<file path="src/rtl/fp32_to_int32_pipe.sv">
`default_nettype none
// ============================================================================
// Module   : fp32_to_int32_pipe
// Desc     : 3-stage float32 -> int32 converter with power-of-two pre-scale,
//            round-half-to-even and int32 saturation. Optional macro
//            F2I_RELU_EN clamps every negative result to zero.
// Revision : 1.0 - initial release
// ============================================================================
module fp32_to_int32_pipe #(
  parameter int SCALE_EXP = 0,
  parameter int CNT_W     = 16
) (
  input  logic             clk,
  input  logic             rst,
  input  logic             s_valid,
  output logic             s_ready,
  input  logic [31:0]      s_data,
  output logic             m_valid,
  input  logic             m_ready,
  output logic [31:0]      m_data,
  output logic [CNT_W-1:0] sat_cnt
);

  localparam logic [2:0] c_cls_zero  = 3'd0;  // zero / denormal
  localparam logic [2:0] c_cls_nan   = 3'd1;
  localparam logic [2:0] c_cls_sat   = 3'd2;  // inf or out of int32 range
  localparam logic [2:0] c_cls_min   = 3'd3;  // exactly -2^31
  localparam logic [2:0] c_cls_big   = 3'd4;  // 23 <= E <= 30, left shift
  localparam logic [2:0] c_cls_small = 3'd5;  // -1 <= E <= 22, right shift
  localparam logic [2:0] c_cls_tiny  = 3'd6;  // E <= -2, always rounds to 0

  localparam logic signed [10:0] c_scale = 11'(SCALE_EXP);

  logic              w_en;
  logic signed [10:0] w_s1_exp;
  logic [2:0]        w_s1_cls;
  logic [4:0]        w_s1_shamt;

  logic              r_s1_valid;
  logic              r_s1_sign;
  logic [2:0]        r_s1_cls;
  logic [23:0]       r_s1_sig;
  logic [4:0]        r_s1_shamt;

  logic [31:0]       w_s2_lwide;
  logic [55:0]       w_s2_rwide;
  logic [31:0]       w_s2_mag;
  logic              w_s2_guard;
  logic              w_s2_sticky;

  logic              r_s2_valid;
  logic              r_s2_sign;
  logic [2:0]        r_s2_cls;
  logic [31:0]       r_s2_mag;
  logic              r_s2_guard;
  logic              r_s2_sticky;

  logic              w_s3_rnd;
  logic [32:0]       w_s3_mag;
  logic [31:0]       w_s3_data;
  logic              w_s3_sat;

  logic              r_s3_valid;
  logic [31:0]       r_s3_data;
  logic [CNT_W-1:0]  r_sat_cnt;

  // Single global enable: the whole pipe freezes while the output is stalled.
  assign w_en    = !r_s3_valid || m_ready;
  assign s_ready = w_en;
  assign m_valid = r_s3_valid;
  assign m_data  = r_s3_data;
  assign sat_cnt = r_sat_cnt;

  always_comb begin
    w_s1_exp   = $signed({3'b000, s_data[30:23]}) - 11'sd127 + c_scale;
    w_s1_cls   = c_cls_tiny;
    w_s1_shamt = 5'd0;
    if (s_data[30:23] == 8'd0) begin
      w_s1_cls = c_cls_zero;
    end else if (s_data[30:23] == 8'hFF) begin
      w_s1_cls = (s_data[22:0] != 23'd0) ? c_cls_nan : c_cls_sat;
    end else if (w_s1_exp >= 11'sd31) begin
      w_s1_cls = (s_data[31] && (w_s1_exp == 11'sd31) && (s_data[22:0] == 23'd0))
                 ? c_cls_min : c_cls_sat;
    end else if (w_s1_exp >= 11'sd23) begin
      w_s1_cls   = c_cls_big;
      w_s1_shamt = 5'(w_s1_exp - 11'sd23);
    end else if (w_s1_exp >= -11'sd1) begin
      w_s1_cls   = c_cls_small;
      w_s1_shamt = 5'(11'sd23 - w_s1_exp);
    end
  end

  always_ff @(posedge clk) begin
    if (rst) begin
      r_s1_valid <= 1'b0;
      r_s1_sign  <= 1'b0;
      r_s1_cls   <= c_cls_zero;
      r_s1_sig   <= 24'd0;
      r_s1_shamt <= 5'd0;
    end else if (w_en) begin
      r_s1_valid <= s_valid;
      r_s1_sign  <= s_data[31];
      r_s1_cls   <= w_s1_cls;
      r_s1_sig   <= {1'b1, s_data[22:0]};
      r_s1_shamt <= w_s1_shamt;
    end
  end

  // Right-shift path keeps 32 fraction bits: [31] is guard, [30:0] feed sticky.
  always_comb begin
    w_s2_lwide  = {8'd0, r_s1_sig} << r_s1_shamt[2:0];
    w_s2_rwide  = {r_s1_sig, 32'd0} >> r_s1_shamt;
    w_s2_mag    = 32'd0;
    w_s2_guard  = 1'b0;
    w_s2_sticky = 1'b0;
    if (r_s1_cls == c_cls_big) begin
      w_s2_mag = w_s2_lwide;
    end else if (r_s1_cls == c_cls_small) begin
      w_s2_mag    = {8'd0, w_s2_rwide[55:32]};
      w_s2_guard  = w_s2_rwide[31];
      w_s2_sticky = |w_s2_rwide[30:0];
    end
  end

  always_ff @(posedge clk) begin
    if (rst) begin
      r_s2_valid  <= 1'b0;
      r_s2_sign   <= 1'b0;
      r_s2_cls    <= c_cls_zero;
      r_s2_mag    <= 32'd0;
      r_s2_guard  <= 1'b0;
      r_s2_sticky <= 1'b0;
    end else if (w_en) begin
      r_s2_valid  <= r_s1_valid;
      r_s2_sign   <= r_s1_sign;
      r_s2_cls    <= r_s1_cls;
      r_s2_mag    <= w_s2_mag;
      r_s2_guard  <= w_s2_guard;
      r_s2_sticky <= w_s2_sticky;
    end
  end

  always_comb begin
    w_s3_rnd  = r_s2_guard && (r_s2_sticky || r_s2_mag[0]);
    w_s3_mag  = {1'b0, r_s2_mag} + {32'd0, w_s3_rnd};
    w_s3_data = 32'd0;
    w_s3_sat  = 1'b0;
    case (r_s2_cls)
      c_cls_nan: begin
        w_s3_sat = 1'b1;
      end
      c_cls_sat: begin
        w_s3_data = r_s2_sign ? 32'h8000_0000 : 32'h7FFF_FFFF;
        w_s3_sat  = 1'b1;
      end
      c_cls_min: begin
        w_s3_data = 32'h8000_0000;
      end
      c_cls_big, c_cls_small, c_cls_tiny: begin
        if (w_s3_mag[32] || w_s3_mag[31]) begin
          // Rounding carry into 2^31: legal only as the most negative int.
          w_s3_data = r_s2_sign ? 32'h8000_0000 : 32'h7FFF_FFFF;
          w_s3_sat  = !r_s2_sign;
        end else begin
          w_s3_data = r_s2_sign ? (~w_s3_mag[31:0] + 32'd1) : w_s3_mag[31:0];
        end
      end
      default: begin
        w_s3_data = 32'd0;
      end
    endcase
`ifdef F2I_RELU_EN
    if (r_s2_sign && (r_s2_cls != c_cls_nan)) begin
      w_s3_data = 32'd0;
      w_s3_sat  = 1'b0;
    end
`endif
  end

  always_ff @(posedge clk) begin
    if (rst) begin
      r_s3_valid <= 1'b0;
      r_s3_data  <= 32'd0;
      r_sat_cnt  <= {CNT_W{1'b0}};
    end else if (w_en) begin
      r_s3_valid <= r_s2_valid;
      if (r_s2_valid) begin
        r_s3_data <= w_s3_data;
        if (w_s3_sat && (r_sat_cnt != {CNT_W{1'b1}})) begin
          r_sat_cnt <= r_sat_cnt + {{(CNT_W-1){1'b0}}, 1'b1};
        end
      end
    end
  end

endmodule
`default_nettype wire

</file>
<file path="config.mk">
export PLATFORM = sky130hd
export DESIGN_NAME = fp32_to_int32_pipe
export DESIGN_NICKNAME = d
export VERILOG_FILES = /design/src/rtl/fp32_to_int32_pipe.sv
export SDC_FILE = /design/constraint.sdc
export NUM_CORES = 1
export LEC_CHECK = 0
export ABC_AREA = 0
export CELL_PAD_IN_SITES_DETAIL_PLACEMENT = 0
export CELL_PAD_IN_SITES_GLOBAL_PLACEMENT = 1
export CORE_UTILIZATION = 40
export DETAILED_ROUTE_END_ITERATION = 16
export PLACE_DENSITY = 0.85
export REMOVE_ABC_BUFFERS = 1
export SYNTH_ARGS = -nofsm -noshare
export SYNTH_HDL_FRONTEND = slang
export SYNTH_SLANG_ARGS = --single-unit
export TNS_END_PERCENT = 1
</file>
<file path="constraint.sdc">
create_clock -name clk -period 3.3 [get_ports clk]
set_clock_uncertainty 0.1 [all_clocks]
set_input_delay 0.66 -clock clk [delete_from_list [all_inputs] [get_ports clk]]
set_output_delay 0.66 -clock clk [all_outputs]
set_load 0.05 [all_outputs]
</file>
**Word level (Yosys, flattened, before mapping)**

Index checks and enable logic that the tools add are counted.

- Bits in registers: 122
- Bits in latches: 0
- Bits in writable memories: 0
- ROM bits: 0
- Output and inout port bits: 50
- Word-level logic and storage cells: 78
- Memories: 0

- $add $sub $neg: 6
- Multiply operators: 0
- Divide/modulo/power cells: 0
- $lt $le $gt $ge: 3
- Equal/unequal tests: 11
- Shift operators: 2
- Multiplexer cells: 24
- Bitwise operators: 1
- Reduce and logical (&&, ||, !) cells: 17

Operators by type and width:

| cell | number |
|---|---|
| 32-bit two-way mux | 4 |
| 32-bit case mux with 3 select lines | 1 |
| 56-bit by 5-bit right shift with 56-bit output | 1 |
| 32-bit by 1-bit adder with 33-bit output | 1 |
| 32-bit by 1-bit adder with 32-bit output (second input constant) | 1 |
| 32-bit inverter | 1 |
| 24-bit by 3-bit left shift with 32-bit output | 1 |
| 31-bit OR reduction | 1 |
| 5-bit two-way mux | 5 |
| 24-bit two-way mux | 1 |
| 23-bit logical NOT | 1 |
| 23-bit nonzero test | 1 |
| 9-bit by 6-bit greater-or-equal comparator with 1-bit output (second input constant) | 2 |
| 16-bit by 1-bit adder with 16-bit output (second input constant) | 1 |
| 16-bit != test (second input constant) | 1 |
| 3-bit == test (second input constant) | 5 |
| 9-bit by 6-bit == test with 1-bit output (second input constant) | 1 |
| 9-bit by 1-bit greater-or-equal comparator with 1-bit output (second input constant) | 1 |
| 3-bit two-way mux | 3 |
| 8-bit by 7-bit subtractor with 9-bit output (second input constant) | 1 |
| 8-bit == test (second input constant) | 1 |
| 8-bit logical NOT | 1 |
| 3-bit by 2-bit == test with 1-bit output (second input constant) | 2 |
| 1-bit two-way mux | 6 |
| other kinds (12) | 20 |

**Logic depth before layout (Yosys ltp)**

Gate-level depths: netlist of the first run.

- Depth after elaboration: 8
- Gate-level depth with buffers: 12
- Gate-level depth less buffers: 11

**Worst setup path after synthesis of the first run**

OpenSTA, ideal clock, no wires.

- Kind: input -> register
- From: in s_data[23]
- To: reg r_s1_shamt[3]
- Library setup time: 0.117 ns
- Data arrival time: 3.031 ns
- Data required time: 3.083 ns
- Setup slack: 0.052 ns
- Stages: 10
- Buffers on the path: 0
- Cells stage by stage: ha_1 -> xor2_1 -> o2111ai_1 -> nor3_1 -> ha_1 -> or4_1 -> a21oi_1 -> a21o_1 -> nor3_1 -> a22o_1

- Word-level cells in the longest chain between the ends: 7

RTL lines:

| element | line | source |
|---|---|---|
| from (decl) | 17 | `input logic [31:0] s_data,` |
| 8-bit by 7-bit subtractor with 9-bit output | 75 | `w_s1_exp = $signed({3'b000, s_data[30:23]}) - 11'sd127 + c_scale;` |
| 9-bit by 1-bit greater-or-equal comparator with 1-bit output / 5-bit subtractor (equally long branches) | 88, 90 |  |
| 5-bit two-way mux | 88 | `end else if (w_s1_exp >= -11'sd1) begin` |
| 5-bit two-way mux | 85 | `end else if (w_s1_exp >= 11'sd23) begin` |
| 5-bit two-way mux | 82 | `end else if (w_s1_exp >= 11'sd31) begin` |
| 5-bit two-way mux | 80 | `end else if (s_data[30:23] == 8'hFF) begin` |
| 5-bit two-way mux (*) | 78 | `if (s_data[30:23] == 8'd0) begin` |
| to (signal assigned) | 106 | `r_s1_shamt <= w_s1_shamt;` |
| to (decl) | 43 | `logic [4:0] r_s1_shamt;` |

Every way passes the cells marked *; elsewhere a longest branch is shown, timed or not.
A chain may end at the register's enable or synchronous reset.

**Final worst setup path of the first run**

- From: in s_data[23]
- To: reg r_s1_shamt[0]

Same word-level chain as after synthesis.

==> summary.txt, run 1 <==
commonest non-fill, non-tap cells in the layout = 146 x nand2_1, 127 x nor2_1, 119 x dfxtp_1, 109 x a21oi_1, 102 x buf_4
hold endpoint = m_data[19]
post-route ant nets = 0
routed wire length per instance = 16.84 um
global-route wire length before repair = 45,420 um
initial antenna violation count = 0
Async S/R FF share, synth = 0
Site Rows = 56
num ports = 86
number of flops mapped to enable cells by yosys = 0
Tmin final = 3.196 ns
Root Driver = clkbuf_16
switch share = 0.3002
worst r2r dst = m_data[30]
Detailed Routing Iterations Pass 1 = 5
layout cells sized above 1 = 0.1865
most common cell after layout, fill and taps aside = nand2_1
hpwl dp = 20,490 um
clock power share = 0.439
Leak Pwr = 4.494 nW
Area growth syn-to-layout = 24.76%
Post-Synthesis Cells = 1,208
unrepaired setup endpoints after global routing = true
vias in the first global route = 8,596
FF+latch area = 2427 um^2
Internal Power = 3.168 mW
worst r2r src = r_s2_sticky
endpoints failing setup = 0
Final Slew Violations = 0
Worst-Skew Late Latency = 0.44 ns
# diodes = 0
Num CTS Buffers = 17
Vias = 9,464
Crit. Startpoint = s_data[23]
synthesized area = 9560 um^2
most common flop cell mapped by yosys = dfxtp_1
Worst Slack Setup Final = 0.1043 ns
clock tree buffer depth = 2
multi-input logic area = 6788 um^2
cell chain of the critical path = clkdlybuf4s50_1 > ha_1 > and4_1 > and2_4 > xnor2_2 > nor3_2 > ha_1 > or4_1 > a21oi_2 > buf_4 > a21o_1 > nor3_2 > a22o_1
top cells by area, synth = dfxtp_1 25%, a21oi_1 5.8%, nand2_1 5.7%
fin nets = 1,365
FF-to-FF setup slack = 0.11 ns
max-slew headroom at the worst pin = 0.5315
Period Utilization, post-route = 0.9684
crit path max fanout = 4
distinct cell type count after synthesis = 91
global route total overflow = 0
status = finished clean
Flop pwr share = 0.349
Util after Layout = 0.5082
Yosys reg bits = 121
Hold Path Class = reg2reg
dpl ws = -0.4886 ns
Initial Util = 0.4073
hold buffer count at CTS = 0
Fmax achieved = 0.3129 GHz
Tot GR Track Use = 0.2329
Final Hold Viols = 0
Core ar. = 23,470 um^2
critical path class = in2reg
sequential fraction of the synthesis area = 0.2534
largest net degree at the start of global routing = 68
CP peak stage delay = 0.55 ns
die outline height = 156.6 um
die span in x = 156.6 um
DRT iter0 DRCs = 691
CTS tree = yes
Post-Route WL = 27,780 um
CTS Sinks = 121
Mapped Avg Cell Area = 7.914 um^2
slowest stage cell, crit path = or4_1
cell depth of the worst flop-to-flop path = 11
vias per cell = 5.739
final RePlAce weighted congestion = 0.9634
# port buffers = 85
Worst Path Required = 3.52 ns
Clk pin slew, worst setup/hold paths = 0.05 ns
post-synth top area share = 0.2534
Worst Hold Depth = 2
critical path arrival = 3.42 ns
Critical Path Source Type = primary input
Yosys warning total = 0
DRC violations left = 0
switching power = 1.359 mW
die area = 24,520 um^2
Fill cells = 2,253
Synth area leader = dfxtp_1
combinational fraction of design power = 0.212
HP Start = m_data[19]
Setup crit end kind = flop
maximum vdd ir drop = 305.9 uV
H-tree levels = 4
Max Cap Viol = 0
Power Dens Cells = 379.5 nW/um^2
Worst-Margin Slew = 0.7027 ns
## critical path: cells and delay by family
| kind | cells | cell delay, ns |
|---|---|---|
| simple gates | 5 | 1.11 |
| buf+inv | 2 | 0.56 |
| fa+ha+maj | 2 | 0.48 |
| compound gates | 3 | 0.47 |
| xor+xnor | 1 | 0.13 |
## stage by stage
stage,std cells,hold slack (ns),area [um^2],total power [mW],setup TNS (ns)
2_1_floorplan,1113,0.3260,9114,2.180,-205.15
3_3_place_gp,1614,0.3250,11100,2.530,-2.169
3_5_place_dp,1614,0.3317,11100,2.538,-2.877
4_1_cts,1646,0.3393,11740,4.529,0
5_1_grt,1649,0.3584,11930,4.717,-0.1836
6_report,1649,0.3350,11930,4.527,0
## Yosys cell counts (9+ instances only)
master    count
and3_1       15
mux2_2       18
o21ai_0      56
o221ai_1     11
nor4_1       16
buf_1        12
mux4_2       23
xor2_1       23
nor2_1      127
a211oi_1      9
inv_1        21
nand3_1      36
a221oi_1     10
a21oi_1     110
a22oi_1      15
nand2_1     146
and2_1       14
xnor2_1      30
o211ai_1     13
clkbuf_1     57
nand4_1      22
ha_1         12
mux2i_1      50
nor3_1       37
dfxtp_1     121
buf_2        15
## final cells by class
type                            instances  share of cell area
Inverter                               24            0.007553
Timing Repair Buffer                  185              0.1343
Clock buffer                           20             0.03829
Multi-Input combinational cell        968              0.5691
Clock inverter                         12             0.01385
Sequential cell                       121              0.2035
Tap cell                              319             0.03346
## registers in the layout (all words and copies together) (netlist names), 3 cells and up
register / flops
sat_cnt: 16
r_s1_cls: 3
r_s2_cls: 3
r_s1_sig: 24
m_data: 32
r_s2_mag: 31
r_s1_shamt: 5
## timing repair
action / CTS / global route
setup endpoints to repair: 4 / 23
pin swaps: 2 / 11
resized for setup: 3 / 29
cloned: 0 / 0
buffers inserted: 0 / 3
## routing by layer
layer / global-route usage / part of all wire / up-vias
met2: 0.3707 / 0.46 / 262
met1: 0.3183 / 0.48 / 4450
met4: 0.07610 / 0.024 / 0
li1: - / - / 4699
met5: 0 / 0 / -
met3: 0.03932 / 0.040 / 53
## kinds of logic (layout without fill, tap and decap cells)
logic type / Yosys count / after routing / synth area share
simple gates: 482 / 482 / 0.2628
compound gates: 325 / 325 / 0.2273
flops: 121 / 121 / 0.2534
buf+inv: 119 / 241 / 0.05615
mux: 92 / 92 / 0.1293
xor+xnor: 57 / 57 / 0.05536
fa+ha+maj: 12 / 12 / 0.01570
## how the worst max path moves through the flow
| stage | end | slack (ns) | cells past startpoint |
|---|---|---|---|
| floorplan | m_data[30] | -2.98 | 8 |
| global placement | r_s1_shamt[0] | -0.39 | 13 |
| detailed placement | r_s1_shamt[0] | -0.49 | 13 |
| CTS | r_s1_shamt[0] | 0.009 | 13 |
| global route | m_data[30] | -0.04 | 11 |
| finish | r_s1_shamt[0] | 0.10 | 13 |
## power by group through the flow
stage | logic [mW] | registers [mW] | clock network (mW)
floorplan | 0.552 | 1.63 | 0
global placement | 0.920 | 1.61 | 0
detailed placement | 0.925 | 1.61 | 0
CTS | 0.934 | 1.58 | 2.01
global route | 1.04 | 1.59 | 2.09
finish | 0.958 | 1.58 | 1.99
(Power assumes the default switching activity.)
==> run 2, diff against run 1 <==
--- a/config.mk
+++ b/config.mk
@@ -8,9 +8,10 @@
 export ABC_AREA = 0
 export CELL_PAD_IN_SITES_DETAIL_PLACEMENT = 0
 export CELL_PAD_IN_SITES_GLOBAL_PLACEMENT = 1
-export CORE_UTILIZATION = 40
+export CORE_UTILIZATION = 25
 export DETAILED_ROUTE_END_ITERATION = 16
-export PLACE_DENSITY = 0.85
+export HOLD_SLACK_MARGIN = 0.03
+export PLACE_DENSITY = 0.6
 export REMOVE_ABC_BUFFERS = 1
 export SYNTH_ARGS = -nofsm -noshare
 export SYNTH_HDL_FRONTEND = slang
==> run 2 against run 1 <==
  * Power rose by 4.2%
  * Sequential share of layout area is 0.72 points lower
  * Global-route usage decreased by 7.2 points
  * Cell count up 13%
  * Fmax decreased by 0.72%
  * Non-clock buffer count grew 17
  * Setup slack lost 0.023 ns
  * Die area rose by 59%
  * Via count is 1.8% lower
  * Critical path depth shrank 2
  * First-iteration DRC count fell by 11%
  * Critical path type is now reg2reg
==> summary.txt, run 2 (synthesized netlist as in run 1, its figures left out) <==
slowest stage cell, crit path = or4b_1 (was or4_1)
Tmin final = 3.219 ns (was 3.196 ns)
Worst Slack Setup Final = 0.08093 ns (was 0.1043 ns)
design area = 12,350 um^2 (was 11,930 um^2)
initial antenna violation count = 0 (unchanged)
CTS tree = yes (unchanged)
Vias = 9,289 (was 9,464)
vias in the first global route = 8,718 (was 8,596)
Fill cells = 4,092 (was 2,253)
critical path arrival = 3.47 ns (was 3.42 ns)
worst hold slack = 0.3396 ns (was 0.3350 ns)
global-route wire length before repair = 49,810 um (was 45,420 um)
Overall Power = 4.718 mW (was 4.527 mW)
Util after Layout = 0.3279 (was 0.5082)
Critical Path Source Type = flop (was primary input)
num ports = 86 (unchanged)
Period Utilization, post-route = 0.9755 (was 0.9684)
Clk pin slew, worst setup/hold paths = 0.06 ns (was 0.05 ns)
hpwl dp = 23,400 um (was 20,490 um)
Worst-Margin Slew = 0.7029 ns (was 0.7027 ns)
DRC violations left = 0 (unchanged)
clock tree buffer depth = 2 (unchanged)
crit path max fanout = 6 (was 4)
Core ar. = 37,670 um^2 (was 23,470 um^2)
critical path class = reg2reg (was in2reg)
area post-placement = 11,530 um^2 (was 11,100 um^2)
Setup crit end kind = flop (unchanged)
Initial Util = 0.2538 (was 0.4073)
setup_tns = 0 ns (unchanged)
most common cell after layout, fill and taps aside = nand2_1 (unchanged)
Final Slew Violations = 0 (unchanged)
Hold Path Class = reg2reg (unchanged)
DRT iter0 DRCs = 614 (was 691)
routed wire length per instance = 16.60 um (was 16.84 um)
Area growth syn-to-layout = 29.20% (was 24.76%)
commonest non-fill, non-tap cells in the layout = 145 x nand2_1, 127 x nor2_1, 119 x dfxtp_1, 114 x buf_4, 107 x a21oi_1 (was 146 x nand2_1, 127 x nor2_1, 119 x dfxtp_1, 109 x a21oi_1, 102 x buf_4)
global route total overflow = 0 (unchanged)
Buf/Inv on CP = 0 (was 2)
post-route ant nets = 0 (unchanged)
Post-Route WL = 30,850 um (was 27,780 um)
H-tree levels = 4 (unchanged)
Fmax achieved = 0.3106 GHz (was 0.3129 GHz)
endpoints failing setup = 0 (unchanged)
Max Cap Viol = 0 (unchanged)
Worst Path Required = 3.55 ns (was 3.52 ns)
unrepaired setup endpoints after global routing = true (unchanged)
Root Driver = clkbuf_16 (unchanged)
CTS Sinks = 121 (unchanged)
Finished Layout Cells = 1,858 (was 1,649)
Worst-Skew Late Latency = 0.43 ns (was 0.44 ns)
Detailed Routing Iterations Pass 1 = 5 (unchanged)
Num CTS Buffers = 17 (unchanged)
status = finished clean (unchanged)
Power Dens Cells = 381.9 nW/um^2 (was 379.5 nW/um^2)
# port buffers = 85 (unchanged)
Final Hold Viols = 0 (unchanged)
CP top delay family = simple AND/OR/NAND/NOR gates (unchanged)
max-slew headroom at the worst pin = 0.5314 (was 0.5315)
placed insts = 1,825 (was 1,614)
# diodes = 0 (unchanged)
cell chain of the critical path = o21a_1 > ha_2 > ha_1 > nand3_1 > nor3_2 > or4b_1 > xor2_2 > and4b_1 > nand4_1 > mux2_4 > o31ai_4 (was clkdlybuf4s50_1 > ha_1 > and4_1 > and2_4 > xnor2_2 > nor3_2 > ha_1 > or4_1 > a21oi_2 > buf_4 > a21o_1 > nor3_2 > a22o_1)
Site Rows = 71 (was 56)
vias per cell = 4.999 (was 5.739)
max FFs per register = 32 (unchanged)
die area = 39,030 um^2 (was 24,520 um^2)
Tot GR Track Use = 0.1607 (was 0.2329)
final RePlAce weighted congestion = 0.8955 (was 0.9634)
die span in x = 197.6 um (was 156.6 um)
fin nets = 1,382 (was 1,365)
Leak Pwr = 4.596 nW (was 4.494 nW)
layout cells sized above 1 = 0.1938 (was 0.1865)
dpl ws = -0.3923 ns (was -0.4886 ns)
maximum vdd ir drop = 326.9 uV (was 305.9 uV)
die outline height = 197.6 um (was 156.6 um)
largest net degree at the start of global routing = 89 (was 68)
CP peak stage delay = 0.51 ns (was 0.55 ns)
## run 2: cell types whose count changed in the layout (fill, tap and decap cells not counted), moves of 3 or more
cell,previous run,this run
a21oi_2,1,4
xor2_1,19,22
buf_4,102,114
xnor2_2,9,6
buf_12,0,4
inv_6,2,5
## run 2: worst paths after layout
| check | slack, ns | startpoint | depth (start not counted) | endpoint |
|---|---|---|---|---|
| worst max-delay path | 0.08 | r_s2_sticky | 11 | m_data[30] |
| worst min-delay path | 0.34 | m_data[19] | 2 | m_data[19] |
| worst max register to register | 0.08 | r_s2_sticky | 11 | m_data[30] |
| worst min register to register | 0.34 | m_data[19] | 2 | m_data[19] |
## run 2: power breakdown
part	switching (mW)	internal, mW	total [mW]
Sequential	0.0763	1.50	1.58
Clock	0.784	1.36	2.14
Combinational	0.544	0.454	0.997
## run 2: cell type report
| cell class | instances | area (um^2) | area share |
|---|---|---|---|
| tap | 511 | 639.4 | 0.05176 |
| multi-input combinational | 968 | 6753 | 0.5467 |
| timing repair buffer | 202 | 1783 | 0.1443 |
| clock buffer | 17 | 425.4 | 0.03444 |
| sequential | 121 | 2425 | 0.1963 |
| clock inverter | 15 | 236.5 | 0.01915 |
| inverter | 24 | 90.09 | 0.007293 |
## run 2: what timing repair did
item                                    in CTS  in global routing
gates resized for setup                      2                 26
endpoints found under the setup margin       3                 25
hold buffers                                 0                  0
pin swaps                                    0                 10
buffers inserted                             0                  1
## run 2: routing by layer
| layer | up-vias | GRT usage | wire length [um] |
|---|---|---|---|
| met4 | 0 | 0.04594 | 438 |
| met2 | 160 | 0.2491 | 13870 |
| met1 | 4371 | 0.2291 | 15650 |
| met5 | - | 0 | 0 |
| li1 | 4734 | - | - |
| met3 | 24 | 0.02305 | 897 |
## run 2: worst min-delay path, stage by stage, from the launching register on
cell and delay, ns:
dfxtp_1 0.31, nand2_1 0.05, nand2_1 0.04
